===== config.mk =====
export PLATFORM = sky130hd
export DESIGN_NAME = int_controller
export DESIGN_NICKNAME = d
export VERILOG_FILES = /design/src/rtl/int_controller.sv
export SDC_FILE = /design/constraint.sdc
export NUM_CORES = 1
export LEC_CHECK = 0
export ABC_AREA = 1
export BUFFER_PORTS_ARGS = -buffer_cell sky130_fd_sc_hd__buf_2
export CAP_MARGIN = 20
export CORE_AREA = 4 4 66 99
export CTS_CLUSTER_SIZE = 10
export DETAILED_ROUTE_END_ITERATION = 8
export DIE_AREA = 0 0 70 103
export PLACE_DENSITY = 0.76
export SYNTH_ARGS = -nofsm -noshare
export SYNTH_HDL_FRONTEND = slang
export SYNTH_SLANG_ARGS = --single-unit

===== constraint.sdc =====
create_clock -name icti_clk -period 1.6 [get_ports icti_clk]
set_input_delay 0.16 -clock icti_clk [delete_from_list [all_inputs] [get_ports icti_clk]]
set_output_delay 0.16 -clock icti_clk [all_outputs]
set_load 0.01 [all_outputs]

===== src/rtl/int_controller.sv =====
// Vectored interrupt controller: edge-latched hardware sources plus a software
// request, one-cycle dispatch/return redirect pulses and a saved EPC/cause.
module int_controller #(
    parameter int unsigned NSRC   = 4,
    parameter logic [15:0] VECTOR = 16'h0004
) (
    input  logic            icti_clk,
    input  logic            icti_rst,
    input  logic [NSRC-1:0] icti_irq,
    input  logic [NSRC-1:0] icti_mask,
    input  logic            icti_glb_en,
    input  logic            icti_soft_int,
    input  logic [3:0]      icti_soft_id,
    input  logic            icti_eret,
    input  logic [15:0]     icti_epc,
    input  logic            icti_in_bds,
    input  logic            icti_is_branch,
    output logic            icto_set_pc,
    output logic [15:0]     icto_target,
    output logic [15:0]     icto_epc,
    output logic [3:0]      icto_ecause,
    output logic            icto_busy,
    output logic [NSRC-1:0] icto_pending,
    output logic [NSRC-1:0] icto_ack
);

    typedef enum logic [1:0] {
        S_IDLE,
        S_DISPATCH,
        S_HANDLING,
        S_RETURN
    } state_t;

    state_t          state, state_n;
    logic [NSRC-1:0] irq_q;
    logic [NSRC-1:0] pending;
    logic [NSRC-1:0] rise;
    logic [NSRC-1:0] masked;
    logic [NSRC-1:0] grant;
    logic [2:0]      grant_idx;
    logic            soft_go;
    logic            hw_go;
    logic [15:0]     hw_epc;

    assign rise   = icti_irq & ~irq_q;
    assign masked = pending & icti_mask;

    always_comb begin
        grant     = '0;
        grant_idx = '0;
        for (int unsigned i = 0; i < NSRC; i++) begin
            if (masked[i] && (grant == '0)) begin
                grant[i]  = 1'b1;
                grant_idx = 3'(i);
            end
        end
    end

    // Delay-slot faults restart at the branch, branches re-execute, others resume after.
    always_comb begin
        if (icti_in_bds)
            hw_epc = icti_epc - 16'd1;
        else if (icti_is_branch)
            hw_epc = icti_epc;
        else
            hw_epc = icti_epc + 16'd1;
    end

    always_comb begin
        state_n = state;
        soft_go = 1'b0;
        hw_go   = 1'b0;
        case (state)
            S_IDLE: begin
                if (icti_soft_int) begin
                    soft_go = 1'b1;
                    state_n = S_DISPATCH;
                end else if (icti_glb_en && (masked != '0)) begin
                    hw_go   = 1'b1;
                    state_n = S_DISPATCH;
                end
            end
            S_DISPATCH: state_n = S_HANDLING;
            S_HANDLING: if (icti_eret) state_n = S_RETURN;
            S_RETURN:   state_n = S_IDLE;
            default:    state_n = S_IDLE;
        endcase
    end

    always_ff @(posedge icti_clk) begin
        if (icti_rst) begin
            state       <= S_IDLE;
            irq_q       <= '0;
            pending     <= '0;
            icto_ack    <= '0;
            icto_epc    <= '0;
            icto_ecause <= '0;
        end else begin
            state    <= state_n;
            irq_q    <= icti_irq;
            // A fresh edge wins over the dispatch clear so it is not lost.
            pending  <= (pending & ~(hw_go ? grant : '0)) | rise;
            icto_ack <= hw_go ? grant : '0;
            if (soft_go) begin
                icto_epc    <= icti_epc + 16'd1;
                icto_ecause <= icti_soft_id;
            end else if (hw_go) begin
                icto_epc    <= hw_epc;
                icto_ecause <= 4'h8 + {1'b0, grant_idx};
            end else if ((state == S_HANDLING) && icti_eret) begin
                icto_ecause <= '0;
            end
        end
    end

    always_comb begin
        icto_set_pc = 1'b0;
        icto_target = '0;
        case (state)
            S_DISPATCH: begin
                icto_set_pc = 1'b1;
                icto_target = VECTOR;
            end
            S_RETURN: begin
                icto_set_pc = 1'b1;
                icto_target = icto_epc;
            end
            default: ;
        endcase
    end

    assign icto_busy    = (state != S_IDLE);
    assign icto_pending = pending;

endmodule


==> impl_results.md <==
- Routability Congestion: 0.881
- # Max-Cap Violations: 0
- HP Class: in -> reg
- M1 wire length: 3120 µm
- Hold Fails Final Rpt: 0
- First-pass GRT wire length: 12200 µm
- CTS clock-pin slew for the worst setup and hold paths: 0.07 ns
- Lkg Pwr: 1.80 nW
- Clk sink count: 34
- Final Setup Violations: 0
- Sequential area share after synthesis: 0.262
- Post-synth EDFFs: 0
- Antenna viol nets, final: 0
- Critical path origin: state[1]
- Final period util: 0.982
- Reg-to-Reg End: icto_epc[3]
- H-tree levels: 2
- Arrival @ worst endpoint: 1.41 ns
- Top cell type's share of synthesized area: 0.262
- RSZ-0062 raised after global routing: true
- Met2 Wirelength: 4340 µm
- Slew at the pin closest to its max-slew limit: 0.308 ns
- Synth Flop Type: dfxtp_1
- Crit path cell chain: buf_4, ha_4, buf_2, nand2_1, inv_1, buf_2
- Type of the worst setup path: reg -> out
- Synthesized area per cell: 6.03 µm²
- Vias per cell: 5.14
- WHS: 0.0933 ns
- IO buf count: 80
- Detailed placement HPWL: 6070 µm
- Nets: 566
- CP dominant cell by count: buf_2
- I/O pin cnt: 81
- Worst-case reg-to-reg path depth: 11
- Grt ovf: 0
- Outcome: completed
- F_max: 637 MHz
- Area grow syn2layout: 27.8%
- Clk_lat worst skew: between 0.2 and 0.3 ns
- Hold Buf Count CTS: 0
- Post-Route WL: 8130 µm
- Capturing element type of the critical path: primary output
- Crit. path cell count: 6
- Mapped Area: 2600 µm²
- Clock Tree Root: clkbuf_8
- Worst Path Max Fanout: 7
- Pins Over Slew Limit: 0
- Initial antenna violation count: 0
- PD cells: 1010 nW/µm²
- Largest net degree at the start of global routing: 25
- Vias in the first global route: approximately 2800
- DIE WIDTH: 70 µm
- Slowest cell delay on critical path: 0.34 ns
- Worst EP required: 1.44 ns
- Crit path to: icto_target[0]
- Synthesis Warnings: 0
- CTS tree: built
- Slowest cell on crit path: dfxtp_2
- Top post-synthesis cells by area: dfxtp_1 26%, nand2_1 18%, inv_1 7.9%
- Fraction of registers with async set or reset after synthesis: 0
- Die Y: 103 µm
- Row count: 34
- Metal3 WL: 464 µm
- Vias: between 3000 and 4000
- Setup TNS: 0 ns
- Max VDD drop: 0.000954 V
- GRT Overall Usage: 0.209
- Pwr Total: 0.00334 W
- Final min period: 1.57 ns
- DR DRC count: 0
- Post-synth cell types: 37
- Largest area contributor in the netlist: dfxtp_1
- Diodes inserted: 0
- Startpoint Class: flop
- CP top delay family: buffers and inverters
- Wire per inst: 13.7 µm
- Buffers and inverters on the worst path: 4
- Core box area: around 5700 µm²
- Slew Limit Headroom: 0.795
- Cell count after synthesis: 431
- Worst R2R Start: state[0]
- Count leader, synth: nand2_1
- Share of post-route cells with drive strength above 1: 0.294
- Iter 0 DRT Violations: ~190
- First-pass detailed-route iteration total: 7
- Starting Density: 0.456
- Reg2reg setup slack: 0.08 ns
- Synth top cells by count: 126 x nand2_1, 55 x inv_1, 49 x nor2_1
- Die footprint: 7210 µm²
- Syn nets: 473
- Max Buffers Root-to-Sink: 2
- Clock skew: 0.0139 ns
- TritonCTS buffer count: 5
- Yosys reg bits: 34
- Max layer used: met4
state kept, by name, summed over array words and instances, names as in the netlist:
register,flops
icto_pending,4
irq_q,4
icto_epc,16
icto_ecause,4
icto_ack,4
state,2
worst min-delay path by stage:
| stage | cells past startpoint | slack (ns) | from | to |
|---|---|---|---|---|
| global placement | 3 | 0.37 | icti_irq[2] | irq_q[2] |
| finish | 3 | 0.09 | icti_irq[3] | irq_q[3] |
| detailed placement | 3 | 0.38 | icti_irq[2] | irq_q[2] |
| global route | 3 | 0.11 | icti_irq[2] | irq_q[2] |
| floorplan | 2 | 0.28 | icti_irq[0] | irq_q[0] |
| CTS | 3 | 0.09 | icti_irq[3] | irq_q[3] |
power breakdown:
part	internal [W]	switching, W	total [W]
sequential	0.000997	0.000101	0.00110
clock	0.000332	0.000302	0.000634
combinational	0.000649	0.000964	0.00161
total	0.00198	0.00137	0.00334
tightest hold or removal path, cell delays in order:
cell and delay (ns):
buf_2 0.07, inv_1 0.04, nor2_1 0.07
placed cells by master, fill, tap and decap left out, types with 4 or more instances in the layout:
cell type	netlist	layout
nand4_1	7	7
nor2_2	12	11
buf_4	2	13
dfxtp_1	34	32
inv_1	55	52
o21ai_1	2	5
clkbuf_8	0	6
a21oi_2	5	6
xor2_1	7	7
ha_1	7	4
inv_2	4	7
nand2_1	126	126
o21ai_0	21	18
nor2_1	49	49
buf_2	3	81
nand2_2	9	9
a21oi_1	24	23
nand3_1	31	31
metal layers:
| metal | GRT usage | up-vias |
|---|---|---|
| met5 | 0 | - |
| met4 | 0.0900 | 0 |
| met3 | 0.0322 | 16 |
| met2 | 0.404 | 94 |
| met1 | 0.223 | 1408 |
| li1 | - | 1541 |
repair_timing:
action                     4_1_cts  5_1_grt
pin swaps                        0        4
setup buffers                    0        1
resized for setup                4       24
gates cloned                     0        2
setup endpoints to repair        2       32
final cells by class:
| cell class | instances | area, µm² |
|---|---|---|
| clock buffers | 6 | 82.6 |
| fillers | 586 | 2380 |
| inverters | 63 | 258 |
| multi-input cells | 322 | 1660 |
| flip-flops and latches | 34 | 683 |
| well taps | 72 | 90.1 |
| repair buffers | 97 | 541 |
| repair inverters | 1 | 8.76 |
kinds of logic after synthesis:
logic type / after synthesis / synth area share
adder cells (fa/ha/maj): 7 / 0.0337
AND/OR/NAND/NOR: 245 / 0.419
buffers and inverters: 75 / 0.124
AO/OA/AOI/OAI: 63 / 0.138
flip-flops: 34 / 0.262
XOR/XNOR: 7 / 0.0236
through the flow:
stage | setup WS (ns) | utilization | area (µm²) | cells
5_1_grt | -0.0399 | 0.583 | 3320 | 595
3_5_place_dp | 0.0236 | 0.548 | 3120 | 586
3_3_place_gp | 0.0876 | 0.548 | 3120 | 586
6_report | 0.0291 | 0.583 | 3320 | 595
2_1_floorplan | 0.0391 | - | 2600 | 431
4_1_cts | 0.00138 | 0.565 | 3220 | 592
No activity file was read; power rests on OpenSTA's default activity.
